[src/rtl/get_legendre_segment_barrel_mul_pipe.sv]
// Pipelined multiplier with independent operand signedness, optional round/shift,
// saturation to the output width and overflow flag, behind a bubble-collapsing valid/ready pipe.
module get_legendre_segment_barrel_mul_pipe #(
  parameter int unsigned A_WIDTH   = 13,
  parameter int unsigned B_WIDTH   = 18,
  parameter int unsigned A_SIGNED  = 0,
  parameter int unsigned B_SIGNED  = 1,
  parameter int unsigned P_WIDTH   = 31,
  parameter int unsigned SHIFT     = 0,
  parameter int unsigned NUM_STAGE = 3,
  parameter int unsigned TAG_WIDTH = 8
) (
  input  logic                 ap_clk,
  input  logic                 ap_rst_n,
  input  logic                 in_valid,
  output logic                 in_ready,
  input  logic [A_WIDTH-1:0]   in_a,
  input  logic [B_WIDTH-1:0]   in_b,
  input  logic [TAG_WIDTH-1:0] in_tag,
  output logic                 out_valid,
  input  logic                 out_ready,
  output logic [P_WIDTH-1:0]   out_p,
  output logic [TAG_WIDTH-1:0] out_tag,
  output logic                 out_ovf
);

  localparam int unsigned PW         = A_WIDTH + B_WIDTH + 1;
  localparam int unsigned RW         = PW + 1;
  localparam bit          RES_SIGNED = (A_SIGNED != 0) || (B_SIGNED != 0);
  localparam logic signed [RW-1:0] ONE  = RW'(1);
  localparam logic signed [RW-1:0] HALF = (ONE <<< SHIFT) >>> 1;
  localparam logic signed [RW-1:0] SMAX = (ONE <<< (P_WIDTH - 1)) - ONE;
  localparam logic signed [RW-1:0] SMIN = -(ONE <<< (P_WIDTH - 1));
  localparam logic signed [RW-1:0] UMAX = (ONE <<< P_WIDTH) - ONE;

  logic [NUM_STAGE-1:0] vld_q, vld_d, ld, src_v;

  // A stage loads when it, or any stage downstream of it, is empty, or the output drains.
  always_comb begin
    src_v = NUM_STAGE'({vld_q, in_valid});
    ld    = '0;
    vld_d = vld_q;
    for (int unsigned k = 0; k < NUM_STAGE; k++) begin
      ld[k] = out_ready;
      for (int unsigned j = k; j < NUM_STAGE; j++) begin
        if (!vld_q[j]) ld[k] = 1'b1;
      end
      vld_d[k] = ld[k] ? src_v[k] : vld_q[k];
    end
  end

  assign in_ready  = ld[0];
  assign out_valid = vld_q[NUM_STAGE-1];

  logic [A_WIDTH-1:0]   a_q, a_d;
  logic [B_WIDTH-1:0]   b_q, b_d;
  logic [TAG_WIDTH-1:0] tag0_q, tag0_d;

  always_comb begin
    a_d    = a_q;
    b_d    = b_q;
    tag0_d = tag0_q;
    if (ld[0] && in_valid) begin
      a_d    = in_a;
      b_d    = in_b;
      tag0_d = in_tag;
    end
  end

  always_ff @(posedge ap_clk or negedge ap_rst_n) begin
    if (!ap_rst_n) begin
      vld_q  <= '0;
      a_q    <= '0;
      b_q    <= '0;
      tag0_q <= '0;
    end else begin
      vld_q  <= vld_d;
      a_q    <= a_d;
      b_q    <= b_d;
      tag0_q <= tag0_d;
    end
  end

  logic signed [PW-1:0] a_ext, b_ext, prod;
  logic signed [RW-1:0] rnd, sat;
  logic [P_WIDTH-1:0]   calc_p;
  logic                 calc_ovf;

  always_comb begin
    a_ext    = {{(PW - A_WIDTH){(A_SIGNED != 0) && a_q[A_WIDTH-1]}}, a_q};
    b_ext    = {{(PW - B_WIDTH){(B_SIGNED != 0) && b_q[B_WIDTH-1]}}, b_q};
    prod     = a_ext * b_ext;
    rnd      = (RW'(prod) + HALF) >>> SHIFT;
    sat      = rnd;
    calc_ovf = 1'b0;
    if (RES_SIGNED) begin
      if (rnd > SMAX) begin
        sat      = SMAX;
        calc_ovf = 1'b1;
      end else if (rnd < SMIN) begin
        sat      = SMIN;
        calc_ovf = 1'b1;
      end
    end else begin
      if (rnd > UMAX) begin
        sat      = UMAX;
        calc_ovf = 1'b1;
      end else if (rnd < 0) begin
        sat      = '0;
        calc_ovf = 1'b1;
      end
    end
    calc_p = sat[P_WIDTH-1:0];
  end

  // Single-stage pipe: result is formed combinationally from the captured operands.
  if (NUM_STAGE == 1) begin : g_single
    assign out_p   = calc_p;
    assign out_tag = tag0_q;
    assign out_ovf = calc_ovf;
  end else begin : g_multi
    logic [P_WIDTH-1:0]   p_q   [1:NUM_STAGE-1];
    logic [P_WIDTH-1:0]   p_d   [1:NUM_STAGE-1];
    logic [TAG_WIDTH-1:0] tag_q [1:NUM_STAGE-1];
    logic [TAG_WIDTH-1:0] tag_d [1:NUM_STAGE-1];
    logic                 ovf_q [1:NUM_STAGE-1];
    logic                 ovf_d [1:NUM_STAGE-1];

    always_comb begin
      p_d   = p_q;
      tag_d = tag_q;
      ovf_d = ovf_q;
      if (ld[1] && vld_q[0]) begin
        p_d[1]   = calc_p;
        tag_d[1] = tag0_q;
        ovf_d[1] = calc_ovf;
      end
      for (int unsigned k = 2; k < NUM_STAGE; k++) begin
        if (ld[k] && vld_q[k-1]) begin
          p_d[k]   = p_q[k-1];
          tag_d[k] = tag_q[k-1];
          ovf_d[k] = ovf_q[k-1];
        end
      end
    end

    always_ff @(posedge ap_clk or negedge ap_rst_n) begin
      if (!ap_rst_n) begin
        for (int unsigned k = 1; k < NUM_STAGE; k++) begin
          p_q[k]   <= '0;
          tag_q[k] <= '0;
          ovf_q[k] <= 1'b0;
        end
      end else begin
        p_q   <= p_d;
        tag_q <= tag_d;
        ovf_q <= ovf_d;
      end
    end

    assign out_p   = p_q[NUM_STAGE-1];
    assign out_tag = tag_q[NUM_STAGE-1];
    assign out_ovf = ovf_q[NUM_STAGE-1];
  end

endmodule

[config.mk]
export PLATFORM = sky130hd
export DESIGN_NAME = get_legendre_segment_barrel_mul_pipe
export DESIGN_NICKNAME = d
export VERILOG_FILES = /design/src/rtl/get_legendre_segment_barrel_mul_pipe.sv
export SDC_FILE = /design/constraint.sdc
export NUM_CORES = 1
export LEC_CHECK = 0
export CAP_MARGIN = 30
export CORE_UTILIZATION = 40
export CTS_CLUSTER_DIAMETER = 30
export DETAILED_ROUTE_END_ITERATION = 8
export MAX_ROUTING_LAYER = met4
export RECOVER_POWER = 25
export SLEW_MARGIN = 25
export SYNTH_ARGS = -nofsm -noshare
export SYNTH_HDL_FRONTEND = slang
export SYNTH_SLANG_ARGS = --single-unit
[constraint.sdc]
create_clock -name ap_clk -period 8.3 [get_ports ap_clk]
set_input_delay 0.83 -clock ap_clk [delete_from_list [all_inputs] [get_ports ap_clk]]
set_output_delay 0.83 -clock ap_clk [all_outputs]
set_load 0.02 [all_outputs]
Yosys cells after proc, flatten, opt, wreduce, memory -nomap -nowiden
Index checks and enable logic that the tools add are counted.

storage, ports and cells
  register bits after elaboration = 122
  input bits = 43
  output and inout port bits = 42

cells by class
  $mul = 1
  order comparisons = 2
  muxes and demuxes = 10
  reduce and logical (&&, ||, !) cells = 3

operator list
  kind                  count
  $mux 31               2
  $gt 32x31->1 const B  1
  $lt 32x31->1 const B  1
  $mul 14x18->32        1
  $mux 1                8
  $logic_and 1x1->1     3

Logic depth before layout (Yosys ltp)
Gate-level depths: netlist of the first run.

  word-level depth = 4
  depth in mapped cells = 25

Worst setup path after synthesis of the first run
OpenSTA, ideal clock, no wires.

  path kind = flip-flop to flip-flop
  start point = register b_q[17]
  end point = register g_multi.p_q[45] (netlist name)
  arrival time = 6.413 ns
  data required time = 8.204 ns
  setup slack = 1.792 ns
  cell stages (with the launch flop) = 23
  period minus slack after synthesis = 6.508 ns
  cells stage by stage = dfrtp_1 > clkbuf_1 > nand2_1 > fa_1 > fa_1 > inv_1 > fa_1 > fa_1 > fa_1 > inv_1 > fa_1 > inv_1 > ha_1 > and4_1 > and2_1 > a221oi_1 > o21a_1 > nand2_1 > a221oi_2 > xor2_2 > nand2_4 > buf_6 > a311oi_2

on the way
  word-level cells in the longest chain between the ends = 4
  elaborated cells on any way between the ends = 5
  classes of those cells = 1 x mul; 2 x order compare; 2 x mux

ends and longest elaborated chain
  item                    line  RTL
  start, declared         56    logic [B_WIDTH-1:0] b_q, b_d;
  start signal, assigned  74    b_q <= '0;
  start signal, assigned  79    b_q <= b_d;
  $mul 14x18->32 (*)      92    prod = a_ext * b_ext;
  $lt 32x31->1            100   end else if (rnd < SMIN) begin
  $mux 31                 100
  $mux 31 (*)             97    if (rnd > SMAX) begin
  end signal, assigned    155   p_q <= p_d;
  end, declared           122   logic [P_WIDTH-1:0] p_q [1:NUM_STAGE-1];

Every way passes the cells marked *; elsewhere a longest branch is shown, timed or not.
A chain may end at the register's enable or synchronous reset.

Final worst setup path of the first run
  start point = register a_q[3]
  end point = register g_multi.p_q[34] (netlist name)

on the way
  word-level cells in the longest chain between the ends = 4
  elaborated cells on any way between the ends = 5
  classes of those cells = 1 x mul; 2 x order compare; 2 x mux

ends and longest elaborated chain
  item                    line  RTL
  start, declared         55    logic [A_WIDTH-1:0] a_q, a_d;
  start signal, assigned  73    a_q <= '0;
  start signal, assigned  78    a_q <= a_d;
  $mul 14x18->32 (*)      92
  $lt 32x31->1            100
  $mux 31                 100
  $mux 31 (*)             97

Marked as above.

==> results.sh, run 1 <==
export IMPL_status="finished with violations"
export IMPL_violations="max-capacitance violations, max-slew violations"
export IMPL_synth_nets=1744
export IMPL_ys_seq_area_share_pct=21.8
export IMPL_fmax_mhz=132
export IMPL_drt_wl_total_mm=30.3
export IMPL_clock_path_buffers=2
export IMPL_cp_required_ns=8.57
export IMPL_synth_async_reset_ratio_pct=100
export IMPL_die_area_mm2=0.0357
export IMPL_ys_flop_type="dfrtp_1"
export IMPL_cts_clk_slew_worst_paths_ns=0.06
export IMPL_met1_usage_pct=23.7
export IMPL_critPathMaxStageDelay_ns=0.73
export IMPL_dr_pass1_iters=4
export IMPL_fp_coreArea_mm2=0.0345
export IMPL_use_met3_pct=2.91
export IMPL_drt_initial_drc_count=433
export IMPL_slew_headroom_pct=-154
export IMPL_row_count=68
export IMPL_die_w_um=189
export IMPL_critPathKind="flop to flop"
export IMPL_utilization_pct=45.0
export IMPL_hold_class="flop to flop"
export IMPL_ctsHoldBuffers=0
export IMPL_drive_gt1_share_pct=10.1
export IMPL_crit_fanout=19
export IMPL_routedWlPerCell_um=16.1
export IMPL_grt_max_degree=66
export IMPL_syn_cell_area_mm2=0.0140
export IMPL_drv_slew=125
export IMPL_synth_top_cell_area_share_pct=32.1
export IMPL_first_global_vias=10125
export IMPL_final_setup_tns_ns=0
export IMPL_numCtsBuffers=17
export IMPL_initial_core_util_pct=40.6
export IMPL_cts_setup_buffers=0
export IMPL_synthTopCellsByArea="fa_1 32%, dfrtp_1 22%, inv_1 7.4%, ha_1 7.0%, mux2_2 6.5%"
export IMPL_ant_nets=0
export IMPL_tightest_slew_ns=3.81
export IMPL_area_delta_synth_final_pct=10.9
export IMPL_avgSynthCellArea_um2=9.99
export IMPL_fin_crit_ns=7.60
export IMPL_yosysMostFrequentCell="inv_1"
export IMPL_layout_nets=1753
export IMPL_period_share_pct=91.6
export IMPL_cts_tree="yes"
export IMPL_portBuffers=84
export IMPL_finClkSkew_ns=0.0144
export IMPL_cp_start_kind="flop"
export IMPL_synth_edf_count=0
export IMPL_met2_usage_pct=32.5
export IMPL_drc=0
export IMPL_clock_sinks=122
export IMPL_antenna_cells=0
export IMPL_top_usage_layer="met2"
export IMPL_groute_usage_overall_pct=19.3
export IMPL_critPathCaptureType="flop"
export IMPL_globalplace_congestion=0.852
export IMPL_overflow=0
export IMPL_vias_per_cell=4.90
export IMPL_root_buffer="clkbuf_16"
export IMPL_synthTopCellsByCount="277 x inv_1, 224 x fa_1, 176 x nand2_1, 122 x dfrtp_1, 112 x and2_1"
export IMPL_vias=9195
export IMPL_yosysTopAreaCell="fa_1"
export IMPL_ys_types=66
export IMPL_ys_ff_latch=122
export IMPL_synth_warnings=0
export IMPL_worst_hold_slack_ns=0.452
export IMPL_die_h_um=189
export IMPL_cap_violations=2
export IMPL_fillers=3309
export IMPL_path_cells="and2_1 -> inv_1 -> fa_1 -> fa_1 -> inv_1 -> fa_1 -> fa_1 -> fa_1 -> inv_1 -> fa_1 -> inv_1 -> ha_1 -> and4_1 -> and2_1 -> a221oi_1 -> o21a_1 -> nand2_1 -> a221oi_2 -> xor2_2 -> buf_4 -> nor3_4 -> a311oi_1"
export IMPL_arrival_ns=7.87
export IMPL_htree_levels=4
export IMPL_clock_latency_ns=0.44
export IMPL_rsz0062_at_grt="false"
export IMPL_dp_hpwl_mm=23.6
export IMPL_setup_viol=0
export IMPL_finalHoldViolations=0
export IMPL_post_cts_resized=0
export IMPL_num_io_pins=85
export IMPL_syn_inst=1399
export IMPL_reg2reg_slack_ns=0.70
export IMPL_cp_slowest_cell="nor3_4"
export IMPL_grt_pass1_wl_mm=52.1
export IMPL_path_common_cell="fa_1"
export IMPL_antenna_found_initial=0
## cell type report
| class | count | area, µm² | share of cell area (%) |
|---|---|---|---|
| timing repair buffer | 92 | 916 | 5.91 |
| multi-input combinational | 898 | 9330 | 60.2 |
| sequential | 122 | 3050 | 19.7 |
| inverter | 277 | 1040 | 6.71 |
| tap | 455 | 569 | 3.67 |
| clock buffer | 17 | 425 | 2.74 |
| clock inverter | 15 | 165 | 1.07 |
## registers in the layout (all words and copies together), names as in the netlist
| signal | count |
|---|---|
| out_ovf | 1 |
| b_q | 18 |
| g_multi.p_q | 31 |
| out_p | 31 |
| a_q | 13 |
| vld_q | 3 |
| out_tag | 8 |
| g_multi.tag_q | 8 |
| tag0_q | 8 |
| g_multi.ovf_q | 1 |
## through the flow
step	instances	cell area [µm²]	setup WS (ns)
floorplan	1399	14000	1.79
global placement	1842	14900	0.916
detailed placement	1843	14900	0.796
CTS	1875	15500	0.662
global route	1876	15500	0.166
finish	1876	15500	0.697
## path summary, 6_finish.rpt
kind | from | endpoint | cells after the start
min in group asynchronous | ap_rst_n | b_q[9]$_DFFE_PN0P_ | 1
max in group asynchronous | ap_rst_n | g_multi.p_q[43]$_DFFE_PN0P_ | 2
worst min-delay path | tag0_q[5]$_DFFE_PN0P_ | g_multi.tag_q[13]$_DFFE_PN0P_ | 2
worst min register to register | tag0_q[5]$_DFFE_PN0P_ | g_multi.tag_q[13]$_DFFE_PN0P_ | 2
worst max-delay path | a_q[3]$_DFFE_PN0P_ | g_multi.p_q[34]$_DFFE_PN0P_ | 22
worst max register to register | a_q[3]$_DFFE_PN0P_ | g_multi.p_q[34]$_DFFE_PN0P_ | 22
## layer usage
| layer | wire length (µm) | up-vias |
|---|---|---|
| li1 | - | 4278 |
| met1 | 13200 | 4753 |
| met2 | 15600 | 122 |
| met3 | 756 | 42 |
| met4 | 729 | 0 |
| met5 | 0 | - |
## cell usage in the layout, fill, tap and decap left out, types with 4 or more instances in the layout
cell	instances
inv_1	277
fa_1	224
nand2_1	174
dfrtp_1	122
and2_1	111
clkdlybuf4s50_1	82
mux2_2	81
ha_1	78
nor2_1	32
a21oi_1	30
xnor2_1	22
o21ai_0	21
clkbuf_16	17
nand2b_1	10
a21o_1	10
xor2_1	8
and3_1	7
a311oi_2	7
a311oi_1	7
nor3_1	6
nand3_1	5
o211ai_1	5
buf_4	5
a211oi_1	4
o31ai_1	4
inv_6	4
## critical path, delay by kind of cell, from the launching register on
kind                       cells  cell delay (ns)
AOI/OAI and AO/OA              4             0.87
DFF                            1             0.67
and+or+nand+nor                5             1.47
adders and majority gates      7             3.55
buffers and inverters          5             0.63
xor gates and xnor gates       1             0.23
## kinds of logic after synthesis
| family | after synthesis | share of synthesized area (%) |
|---|---|---|
| AOI/OAI and AO/OA | 119 | 6.30 |
| DFF | 122 | 21.8 |
| muxes | 81 | 6.52 |
| xor gates and xnor gates | 32 | 2.11 |
| buffers and inverters | 379 | 11.4 |
| adders and majority gates | 304 | 39.2 |
| and+or+nand+nor | 362 | 12.6 |
Power of run 1 is left out: the tool's default activity adds up to more than one toggle a clock period on the data nets, which glitch-free logic cannot reach.
==> run 2, diff against run 1 <==
--- a/config.mk
+++ b/config.mk
@@ -6,5 +6,5 @@
 export NUM_CORES = 1
 export LEC_CHECK = 0
-export CAP_MARGIN = 30
+export CAP_MARGIN = 20
 export CORE_UTILIZATION = 40
 export CTS_CLUSTER_DIAMETER = 30
==> constraint.sdc (replaced) <==
create_clock -name ap_clk -period 8.3 [get_ports ap_clk]
set_input_delay 0.83 -clock ap_clk [delete_from_list [all_inputs] [get_ports ap_clk]]
set_output_delay 0.83 -clock ap_clk [all_outputs]
set_load 0.005 [all_outputs]
==> results.sh, run 2 (synthesis gave the netlist of run 1 again) <==
export IMPL_status="finished with violations"
export IMPL_violations="max-capacitance violations, max-slew violations"
export IMPL_htree_levels=4
export IMPL_globalplace_congestion=0.852
export IMPL_finClkSkew_ns=0.0157
export IMPL_final_cell_area_mm2=0.0155
export IMPL_area_delta_synth_final_pct=10.6
export IMPL_clock_sinks=122
export IMPL_groute_usage_overall_pct=19.3
export IMPL_dr_pass1_iters=5
export IMPL_fin_crit_ns=7.53
export IMPL_antenna_cells=0
export IMPL_post_cts_resized=0
export IMPL_initial_core_util_pct=40.6
export IMPL_path_buf_inv=5
export IMPL_cap_violations=2
export IMPL_numCtsBuffers=17
export IMPL_cp_top_family="adder cells"
export IMPL_vias=9315
export IMPL_final_common_cell="inv_1"
export IMPL_setup_viol=0
export IMPL_layout_nets=1751
export IMPL_arrival_ns=7.79
export IMPL_die_w_um=189
export IMPL_fp_coreArea_mm2=0.0345
export IMPL_cp_start_kind="flop"
export IMPL_grt_max_degree=66
export IMPL_final_setup_tns_ns=0
export IMPL_cts_setup_buffers=0
export IMPL_first_global_vias=10057
export IMPL_cp_startpoint="a_q[3]$_DFFE_PN0P_"
export IMPL_fmax_mhz=133
export IMPL_clock_path_buffers=2
export IMPL_layout_common_cells="277 x inv_1, 224 x fa_1, 174 x nand2_1"
export IMPL_routedWlPerCell_um=16.1
export IMPL_finalHoldViolations=0
export IMPL_portBuffers=84
export IMPL_vias_per_cell=4.97
export IMPL_row_count=68
export IMPL_drt_initial_drc_count=424
export IMPL_die_h_um=189
export IMPL_overflow=0
export IMPL_num_io_pins=85
export IMPL_path_common_cell="fa_1"
export IMPL_clock_latency_ns=0.44
export IMPL_tightest_slew_ns=3.68
export IMPL_cts_clk_slew_worst_paths_ns=0.06
export IMPL_root_buffer="clkbuf_16"
export IMPL_drv_slew=125
export IMPL_critPathKind="flop to flop"
export IMPL_drc=0
export IMPL_ant_nets=0
export IMPL_worstReg2RegStart="a_q[3]$_DFFE_PN0P_"
export IMPL_utilization_pct=44.9
export IMPL_ctsHoldBuffers=0
export IMPL_rsz0062_at_grt="false"
export IMPL_place_area_mm2=0.0149
export IMPL_antenna_found_initial=0
export IMPL_critPathCaptureType="flop"
export IMPL_cts_tree="yes"
export IMPL_dp_hpwl_mm=23.5
export IMPL_drive_gt1_share_pct=9.80
export IMPL_finalNonFillerCells=1874
export IMPL_hp_start="tag0_q[0]$_DFFE_PN0P_"
export IMPL_cp_slowest_cell="nor3_4"
export IMPL_hold_class="flop to flop"
export IMPL_drt_wl_total_mm=30.3
export IMPL_grt_pass1_wl_mm=52.2
export IMPL_crit_fanout=19
export IMPL_period_share_pct=90.7
export IMPL_path_cells="and2_1 -> inv_1 -> fa_1 -> fa_1 -> inv_1 -> fa_1 -> fa_1 -> fa_1 -> inv_1 -> fa_1 -> inv_1 -> ha_1 -> a21oi_1 -> o21ai_1 -> a221oi_1 -> o21a_1 -> nand2_1 -> a221oi_2 -> xor2_2 -> buf_4 -> nor3_4 -> a311oi_1"
export IMPL_dp_cells=1842
export IMPL_slew_headroom_pct=-145
export IMPL_cp_required_ns=8.56
export IMPL_die_area_mm2=0.0357
export IMPL_fillers=3361
export IMPL_critPathMaxStageDelay_ns=0.73
[run 2: changes by cell type in the layout (fill, tap and decap cells not counted)]
cell	change
buf_12	-2
clkbuf_1	+2
clkbuf_8	+1
clkinvlp_4	-2
inv_8	-1
nand2_2	-1
nand2_4	+1
[run 2: through the flow]
step | worst slack [ns] | hold slack (ns)
final | 0.768 | 0.458
after global routing | 0.174 | 0.486
after CTS | 0.723 | 0.400
after detailed placement | 0.778 | 0.448
after global placement | 0.916 | 0.442
after floorplan | 1.79 | 0.433
[run 2: final timing paths]
check                           cells past startpoint  slack (ns)                      endpoint
worst max-delay path                               22        0.77   g_multi.p_q[34]$_DFFE_PN0P_
max in group asynchronous                           2        2.44        out_tag[7]$_DFFE_PN0P_
worst min-delay path                                2        0.46  g_multi.tag_q[8]$_DFFE_PN0P_
min in group asynchronous                           1        1.65            b_q[3]$_DFFE_PN0P_
worst min register to register                      2        0.46  g_multi.tag_q[8]$_DFFE_PN0P_
worst max register to register                     22        0.77   g_multi.p_q[34]$_DFFE_PN0P_
[run 2: cell type report]
class,instances,area [µm²],share of cell area (%)
well taps,455,569,3.68
clock inverters,12,139,0.898
flip-flops and latches,122,3050,19.7
inverters,277,1040,6.72
multi-input cells,898,9340,60.4
repair buffers,90,876,5.66
clock buffers,20,447,2.89
[run 2: routing by layer]
metal	track usage (%)	routed length, µm
met1	23.8	13000
met3	2.91	959
met2	32.5	15600
met4	5.99	686
met5	-	0
[run 2: tightest hold or removal path, cell delays in order, from the launching register on]
cell	delay (ns)
dfrtp_1	0.33
nand2_1	0.05
nand2_1	0.05
Power of run 2 is left out for the same reason.
